## config.mk

```make
export PLATFORM = sky130hd
export DESIGN_NAME = of_ex_interlock_ctrl
export DESIGN_NICKNAME = d
export VERILOG_FILES = /design/src/rtl/pipe_pkg.sv /design/src/rtl/hazard_scoreboard.sv /design/src/rtl/of_ex_interlock_ctrl.sv
export SDC_FILE = /design/constraint.sdc
export NUM_CORES = 1
export LEC_CHECK = 0
export CAP_MARGIN = 20
export CORE_ASPECT_RATIO = 0.9
export CORE_UTILIZATION = 36
export DETAILED_ROUTE_END_ITERATION = 8
export PLACE_DENSITY = 0.65
export SLEW_MARGIN = 20
export SYNTH_ARGS = -nofsm -noshare
export SYNTH_HDL_FRONTEND = slang
export SYNTH_SLANG_ARGS = --single-unit
```

## constraint.sdc

```tcl
create_clock -name clk -period 7.6 [get_ports clk]
set_clock_uncertainty 0.2 [all_clocks]
set_input_delay 1.52 -clock clk [delete_from_list [all_inputs] [get_ports clk]]
set_output_delay 1.52 -clock clk [all_outputs]
set_load 0.005 [all_outputs]
```

## src/rtl/pipe_pkg.sv

```systemverilog
// Shared pipeline constants and the hazard-scoreboard slot type.
package pipe_pkg;

  localparam logic [31:0] NOP_IR   = 32'h6800_0000;
  localparam int          REG_W    = 4;
  localparam int          NUM_REGS = 16;
  localparam int          RA_REG   = 15;

  typedef struct packed {
    logic             valid;
    logic [REG_W-1:0] dst;
    logic             is_load;
  } sb_slot_t;

endpackage

```

## src/rtl/hazard_scoreboard.sv

```systemverilog
// Three-slot destination scoreboard (EX/MA/RW) and RAW match logic for the
// instruction currently sitting in OF.
module hazard_scoreboard
  import pipe_pkg::*;
#(
  parameter int FWD_EN = 0
) (
  input  logic             clk,
  input  logic             rst,
  input  logic             of_valid,
  input  logic [REG_W-1:0] of_src1,
  input  logic             of_src1_used,
  input  logic [REG_W-1:0] of_src2,
  input  logic             of_src2_used,
  input  logic [REG_W-1:0] of_dst,
  input  logic             of_dst_wr,
  input  logic             of_is_load,
  input  logic             bubble,
  output logic             raw
);

  sb_slot_t ex_q, ma_q, rw_q;
  sb_slot_t ex_d;
  logic     m_ex, m_ma, m_rw;
  logic     unused_load_bits;

  function automatic logic src_hit(input sb_slot_t s,
                                   input logic [REG_W-1:0] s1, input logic s1u,
                                   input logic [REG_W-1:0] s2, input logic s2u);
    return s.valid & ((s1u & (s.dst == s1)) | (s2u & (s.dst == s2)));
  endfunction

  // A bubbled instruction never reaches EX, so it must not occupy a slot.
  always_comb begin
    ex_d         = '0;
    ex_d.valid   = of_valid & of_dst_wr & ~bubble;
    ex_d.dst     = of_dst;
    ex_d.is_load = of_is_load;
  end

  always_ff @(negedge clk) begin
    if (rst) begin
      ex_q.valid <= 1'b0;
      ma_q.valid <= 1'b0;
      rw_q.valid <= 1'b0;
    end else begin
      ex_q <= ex_d;
      ma_q <= ex_q;
      rw_q <= ma_q;
    end
  end

  always_comb begin
    m_ex = src_hit(ex_q, of_src1, of_src1_used, of_src2, of_src2_used);
    m_ma = src_hit(ma_q, of_src1, of_src1_used, of_src2, of_src2_used);
    m_rw = src_hit(rw_q, of_src1, of_src1_used, of_src2, of_src2_used);
    // With forwarding only a load result is still unavailable one stage later.
    if (FWD_EN != 0) raw = of_valid & m_ex & ex_q.is_load;
    else             raw = of_valid & (m_ex | m_ma | m_rw);
  end

  assign unused_load_bits = ma_q.is_load ^ rw_q.is_load;

endmodule

```

## src/rtl/of_ex_interlock_ctrl.sv

```systemverilog
// OF->EX interlock controller: RAW stall, taken-branch flush window, PC and
// IF/OF hold enables, and stall/flush performance counters.
module of_ex_interlock_ctrl
  import pipe_pkg::*;
#(
  parameter int FWD_EN = 0,
  parameter int CNT_W  = 32
) (
  input  logic                     clk,
  input  logic                     rst,
  input  logic                     of_valid,
  input  logic [pipe_pkg::REG_W-1:0] of_src1,
  input  logic                     of_src1_used,
  input  logic [pipe_pkg::REG_W-1:0] of_src2,
  input  logic                     of_src2_used,
  input  logic [pipe_pkg::REG_W-1:0] of_dst,
  input  logic                     of_dst_wr,
  input  logic                     of_is_load,
  input  logic                     ex_branch_taken,
  output logic                     isDataInterLock,
  output logic                     isBranchInterLock,
  output logic                     pc_stall,
  output logic                     if_of_stall,
  output logic [CNT_W-1:0]         stall_count,
  output logic [CNT_W-1:0]         flush_count
);

  if ((1 << pipe_pkg::REG_W) != NUM_REGS) begin : g_regw_check
    $error("register index width does not cover the register file");
  end

  logic             raw;
  logic             bubble;
  logic             flush_pend_q, flush_pend_d;
  logic [CNT_W-1:0] stall_cnt_q, stall_cnt_d;
  logic [CNT_W-1:0] flush_cnt_q, flush_cnt_d;

  hazard_scoreboard #(
    .FWD_EN(FWD_EN)
  ) u_sb (
    .clk          (clk),
    .rst          (rst),
    .of_valid     (of_valid),
    .of_src1      (of_src1),
    .of_src1_used (of_src1_used),
    .of_src2      (of_src2),
    .of_src2_used (of_src2_used),
    .of_dst       (of_dst),
    .of_dst_wr    (of_dst_wr),
    .of_is_load   (of_is_load),
    .bubble       (bubble),
    .raw          (raw)
  );

  // Branch flush outranks the data stall: a wrong-path instruction is dropped.
  always_comb begin
    isBranchInterLock = ~rst & (ex_branch_taken | flush_pend_q);
    isDataInterLock   = ~rst & raw & ~isBranchInterLock;
    pc_stall          = isDataInterLock;
    if_of_stall       = isDataInterLock;
    bubble            = isDataInterLock | isBranchInterLock;
  end

  always_comb begin
    flush_pend_d = ex_branch_taken;
    stall_cnt_d  = stall_cnt_q + CNT_W'(isDataInterLock);
    flush_cnt_d  = flush_cnt_q + CNT_W'(isBranchInterLock);
  end

  always_ff @(negedge clk) begin
    if (rst) begin
      flush_pend_q <= 1'b0;
      stall_cnt_q  <= '0;
      flush_cnt_q  <= '0;
    end else begin
      flush_pend_q <= flush_pend_d;
      stall_cnt_q  <= stall_cnt_d;
      flush_cnt_q  <= flush_cnt_d;
    end
  end

  assign stall_count = rst ? '0 : stall_cnt_q;
  assign flush_count = rst ? '0 : flush_cnt_q;

endmodule
```

### Word level (Yosys, flattened, before mapping)

Cells that the tools add are included.

| word-level totals | value |
|---|---|
| register bits after elaboration | 80 |
| bits of input ports | 20 |
| output and inout bits | 68 |

| cells by class | value |
|---|---|
| $add $sub $neg | 2 |
| equality and inequality tests | 6 |
| muxes and demuxes | 2 |
| bitwise operators | 25 |

Operators with widths:

| kind | count |
|---|---|
| 32-bit by 1-bit adder with 32-bit output | 2 |
| 32-bit 2-to-1 mux | 2 |
| 4-bit equality test | 6 |
| 1-bit AND | 15 |
| 1-bit OR | 7 |
| 1-bit NOT | 3 |

### Longest topological paths before layout

Gate-level depths: netlist of run 1.

| logic depth | value |
|---|---|
| depth in word-level cells | 12 |
| mapped depth | 12 |
| depth with buffers taken out | 12 |

### Modules after synthesis

From an unflattened synthesis of run 1, not the netlist that was laid out.

| unflattened totals | value |
|---|---|
| cells, all modules | 472 |
| area total of the unflattened synthesis | 4180.3 um^2 |

By module, submodules not included:

| module | instances | cells an instance | area each (um^2) | sequential area each (um^2) |
|---|---|---|---|---|
| of_ex_interlock_ctrl | 1 | 412 | 3414.5 | 1301.2 |
| hazard_scoreboard | 1 | 60 | 765.7 | 420.4 |

==> impl_metrics.ini, run 1 <==
[run_status]
status = complete, but fails checks
violations = setup timing

[layout]
antenna_cells = 0
drive_gt1_share_pct = 14.1
nets = 658
syn2layout_area_growth_pct = 47.0
fillCellCount = 1006
fin_cells = 791

[placement]
portBuffers = 86
dp_cells = 689
dpl.hpwl_um = 6210
gp_congestion = 0.862

[setup_path]
cpPeakStageDelay_ns = 0.44
critPathArrivalTime_ns = 5.91
crit_path_cell_trace = buf_4 > xnor2_2 > nand2_1 > nor4_4 > o21ai_2 > a31oi_2 > buf_4 > buf_6 > buf_6
cp_num_buf_inv = 4
start_kind = register
crit_family = buffers and inverters
critPathCaptureType = output port
required_ns = 5.88
cp_slowest_cell = edfxtp_1
crit_type = reg -> out
critPathMaxFanout = 3

[sta]
worstMarginPinSlew_ns = 0.902
slew_headroom_pct = 39.4
rsz0062_at_grt = true
holdWs_ns = 0.296
setup_slack_ns = -0.0326
tns_ns = -0.0629
setup_viol_count_final = 2
finalHoldViolCount = 0
finalMaxSlewViolations = 0

[clock_tree]
cts_hold_buf = 0
cts_buffer_depth = 2
worst_skew_pair.late_latency_ns = 0.41
cts_tree = done
clkTransAtPathRegs_ns = 0.03
clock-sinks = 80
htreeDepth = 3
clockRootBuffer = clkbuf_16
numCtsBuffers = 9

[route]
drcViolationCount = 0
wirelength_um = 9890
vias_per_cell = 4.77
first_pass_iters = 5
ant_nets = 0
via_count = 3774
drtIter0Drc = 145
wl_per_cell_um = 12.5

[synth]
synth-edff-count = 12
synthCells = 448
syn-num-nets = 472
synth_ff_type = dfxtp_1
syn_area_sq_um = 4040
yosysTopAreaCellShare_pct = 33.7
ys_async_sr_fraction_pct = 0
seq_area_frac_synth_pct = 42.6
synth_cell_types = 31
synth.area.top_cells = dfxtp_1 34%, nor2b_1 10%, xor2_1 9.5%, edfxtp_1 8.9%, xnor2_1 7.2%
yosysTopAreaCell = dfxtp_1
ys_warn_count = 0
syn_area_per_cell_sq_um = 9.01
ys_ff_latch = 80

[floorplanning]
dieWidth_um = 114
start_util_pct = 37.2
die_y_um = 102
fp-row-count = 36
coreArea_sq_um = 10900
dieArea_sq_um = 11600
ios = 88

[global_routing]
busiest_layer = met2
grt_pass1_vias = 3611
grt_first_pass_wirelength_um = 15700
grt_max_degree = 97
use_met2_pct = 25.9
overflow = 0
met1_usage_pct = 20.1
grt_util_met3_pct = 8.84
antenna_found_initial = 0
grt_usage_pct = 17.1

[pwr]
power_density_nw_per_um2 = 187
power_mw = 1.11
peakVddDrop_v = 0.0000958
leakage_nw = 2.45

[worst_hold_path]
holdCritPathClass = reg -> reg

[job]
cap_viol_max_count = 0
-- Yosys cell counts (8+ instances only) --
cell and instances:
xnor2_1 33, clkbuf_1 11, and4_1 8, dfxtp_1 68, xor2_1 44, nand3_1 28, inv_1 8, nor2_1 63
nand4_1 12, nor4_1 8, nor2b_1 66, nand2_1 20, edfxtp_1 12, o21ai_0 8
-- path summary, 6_finish.rpt --
kind | endpoint | depth (start not counted) | start | slack [ns]
worst min-delay path | u_sb.rw_q[5]$_SDFF_NP0_ | 1 | u_sb.ma_q[5]$_SDFF_NP0_ | 0.30
worst min register to register | u_sb.rw_q[5]$_SDFF_NP0_ | 1 | u_sb.ma_q[5]$_SDFF_NP0_ | 0.30
worst max-delay path | pc_stall | 9 | u_sb.ma_q[3]$_DFFE_NN_ | -0.03
worst max register to register | stall_cnt_q[29]$_SDFF_NP0_ | 14 | u_sb.ma_q[3]$_DFFE_NN_ | 4.62
-- through the flow --
step                      util (%)  cell area (sq um)  setup WS, ns
after detailed placement      47.6               5170        -0.735
after CTS                     53.7               5830       -0.0368
after floorplan                  -               4040        0.0257
after global routing          54.7               5940        -0.167
after global placement        47.6               5170        -0.636
final                         54.7               5940       -0.0326
-- repair_timing --
action,in CTS,in global routing
endpoints found under the setup margin,30,30
pin swaps,8,15
hold endpoints to repair,0,0
buffers inserted,3,4
gates resized for setup,37,35
cloned,0,1
-- routing by layer --
metal  share of wire, %  vias to the layer above  routed length [um]
met4               0.54                        0                  53
met5                  0                        -                   0
met3                5.8                        6                 575
met2                 46                      101                4540
li1                   -                     1868                   -
met1                 48                     1799                4720
-- cell families after synthesis --
logic type / share of synthesized area [%]
AND/OR/NAND/NOR: 34.1
flip-flops: 42.6
adder cells (fa/ha/maj): 1.24
buffers and inverters: 2.91
XOR/XNOR: 16.7
AO/OA/AOI/OAI: 2.45
-- where the power goes --
part / total (mW) / leakage (nW) / switching, mW / internal [mW]
clock network: 0.614 / 0.575 / 0.299 / 0.315
logic: 0.0522 / 1.21 / 0.0300 / 0.0222
registers: 0.446 / 0.666 / 0.00571 / 0.440
-- state kept, by name, indices dropped and copies added, names as in the netlist --
signal / count
u_sb.ex_q: 5
u_sb.rw_q: 5
flush_cnt_q: 32
flush_pend_q: 1
stall_cnt_q: 32
u_sb.ma_q: 5
-- layout make-up --
class,instances,area [sq um],area share [%]
clock buffer,9,225,3.79
clock inverter,87,379,6.39
tap,152,190,3.20
inverter,7,26.3,0.443
timing repair buffer,115,1050,17.6
multi-input combinational,341,2350,39.5
sequential,80,1720,29.0
-- cells in the final DEF, fill, tap and decap left out, drive strengths merged --
| master | count |
|---|---|
| a31oi | 1 |
| nand4 | 15 |
| and3 | 7 |
| nor4 | 10 |
| and4 | 8 |
| clkinv | 2 |
| bufinv | 1 |
| clkinvlp | 1 |
| clkdlybuf4s15 | 1 |
| inv | 90 |
| a41oi | 1 |
| nor3 | 13 |
| clkdlybuf4s50 | 72 |
| and2 | 3 |
| xnor2 | 33 |
| dfxtp | 68 |
| nor2 | 63 |
| edfxtp | 12 |
| or3 | 7 |
| clkbuf | 16 |
| xor2 | 44 |
| nor2b | 66 |
| o31a | 1 |
| a21oi | 7 |
| buf | 34 |
| nand3 | 28 |
| nor3b | 2 |
| o21ai | 8 |
| ha | 4 |
| nand2 | 20 |
| dlygate4sd2 | 1 |
-- worst register-to-register path, delay by kind of cell, from the launching register on --
family / cells / cell delay [ns]
buffers and inverters: 3 / 0.46
AO/OA/AOI/OAI: 2 / 0.33
adder cells (fa/ha/maj): 1 / 0.21
flip-flops: 1 / 0.44
AND/OR/NAND/NOR: 6 / 0.84
XOR/XNOR: 2 / 0.33
Note: power is estimated with default switching activity, not from simulation.
==> run 2, diff against run 1 <==
- PLACE_DENSITY: 0.65 -> not set
==> impl_metrics.ini, run 2 (synthesis gave the netlist of run 1 again) <==
[run_status]
status = complete, but fails checks
violations = setup timing

[setup_path]
critPathArrivalTime_ns = 3.86
crit_type = in -> reg
start_kind = input port
worst_r2r_path_depth = 15
required_ns = 3.84
critPathMaxFanout = 6
critPathCaptureType = register

[global_routing]
grt_max_degree = 111
overflow = 0
grt_pass1_vias = 3697
antenna_found_initial = 0
grt_first_pass_wirelength_um = 15900
grt_usage_pct = 17.0

[route]
drtIter0Drc = 126
wl_per_cell_um = 12.3
wirelength_um = 9690
via_count = 3679
first_pass_iters = 4
drcViolationCount = 0
ant_nets = 0
vias_per_cell = 4.66

[placement]
portBuffers = 86
gp_congestion = 0.799
dpl.hpwl_um = 6190

[floorplanning]
die_y_um = 102
fp-row-count = 36
dieArea_sq_um = 11600
coreArea_sq_um = 10900
start_util_pct = 37.2
ios = 88
dieWidth_um = 114

[layout]
largest_registers = flush_cnt_q (32), stall_cnt_q (32)
fillCellCount = 1043
layout_commonest_cell = inv_1
drive_gt1_share_pct = 13.2
antenna_cells = 0
final_util_pct = 54.8
mostFrequentLayoutCells = 88 x inv_1, 72 x clkdlybuf4s50_1, 68 x dfxtp_1, 66 x nor2b_1, 63 x nor2_1
nets = 658
syn2layout_area_growth_pct = 47.3

[job]
cap_viol_max_count = 0

[sta]
slew_headroom_pct = 29.6
finalMaxSlewViolations = 0
setup_slack_ns = -0.0187
rsz0062_at_grt = true
setup_viol_count_final = 2
worstMarginPinSlew_ns = 1.06
finalHoldViolCount = 0
tns_ns = -0.0280

[clock_tree]
clockRootBuffer = clkbuf_16
numCtsBuffers = 9
cts_buffer_depth = 2
cts_tree = done
cts_hold_buf = 0
clkTransAtPathRegs_ns = 0.04
htreeDepth = 3
worst_skew_pair.late_latency_ns = 0.40
clock-sinks = 80

[worst_hold_path]
hold_depth = 1
holdCritPathClass = reg -> reg

[pwr]
leakage_nw = 2.47
peakVddDrop_v = 0.0000963
power_density_nw_per_um2 = 187
run 2: cell types whose count changed in the layout (fill, tap and decap cells not counted), sizes merged:
cell	before	now
clkdlybuf4s15	1	2
buf	34	40
clkinvlp	1	2
bufinv	1	2
clkinv	2	1
clkbuf	16	9
inv	90	88
run 2: through the flow:
| stage | hold WS (ns) | power (mW) | instance area, sq um | setup slack [ns] | std cells |
|---|---|---|---|---|---|
| 3_5_place_dp | 0.266 | 0.561 | 5170 | -0.732 | 689 |
| 2_1_floorplan | 0.231 | 0.539 | 4040 | 0.0257 | 448 |
| 3_3_place_gp | 0.257 | 0.561 | 5170 | -0.672 | 689 |
| 4_1_cts | 0.276 | 1.14 | 5850 | -0.0109 | 789 |
| 5_1_grt | 0.266 | 1.20 | 5950 | -0.205 | 790 |
| 6_report | 0.272 | 1.11 | 5950 | -0.0187 | 790 |
run 2: area by class of cell:
type                       instances  area [sq um]  area share [%]
clock inverter                    86           383            6.44
multi-input combinational        341          2320            39.0
inverter                           7          26.3           0.442
timing repair buffer             115          1080            18.1
sequential                        80          1720            29.0
clock buffer                       9           225            3.79
tap                              152           190            3.20
run 2: final timing paths:
path                            slack [ns]                     from                    endpoint
worst max-delay path                 -0.02             of_src1_used  stall_cnt_q[17]$_SDFF_NP0_
worst min-delay path                  0.27  u_sb.ma_q[5]$_SDFF_NP0_     u_sb.rw_q[5]$_SDFF_NP0_
worst max register to register        4.56   u_sb.ex_q[3]$_DFFE_NN_  stall_cnt_q[17]$_SDFF_NP0_
worst min register to register        0.27  u_sb.ma_q[5]$_SDFF_NP0_     u_sb.rw_q[5]$_SDFF_NP0_
run 2: per-layer routing:
layer  up-vias  part of all wire (%)  track usage (%)
li1       1864                     -                -
met1      1718                    47             20.7
met2        87                    47             25.6
met3        10                   5.2             7.83
met4         0                  0.62             7.89
met5         -                     0                0
run 2: where the power goes:
group	switching, mW	internal, mW
Sequential	0.00625	0.440
Clock	0.277	0.340
Combinational	0.0264	0.0222
Total	0.309	0.802
run 2: worst max-delay path, cell delays in order:
cell	delay, ns
clkdlybuf4s15_1	0.23
nand3_1	0.10
nor4_2	0.35
a41oi_2	0.09
a31oi_2	0.23
buf_4	0.15
ha_4	0.14
buf_6	0.10
nand3_4	0.09
nor4_4	0.30
buf_6	0.17
buf_12	0.11
nand3_2	0.07
xor2_1	0.15
nor2_1	0.05
run 2: repair_timing:
action	CTS	global route
buffers inserted	6	2
endpoints found under the setup margin	30	23
pin swaps	15	14
gates resized for setup	54	23
gates cloned	0	0
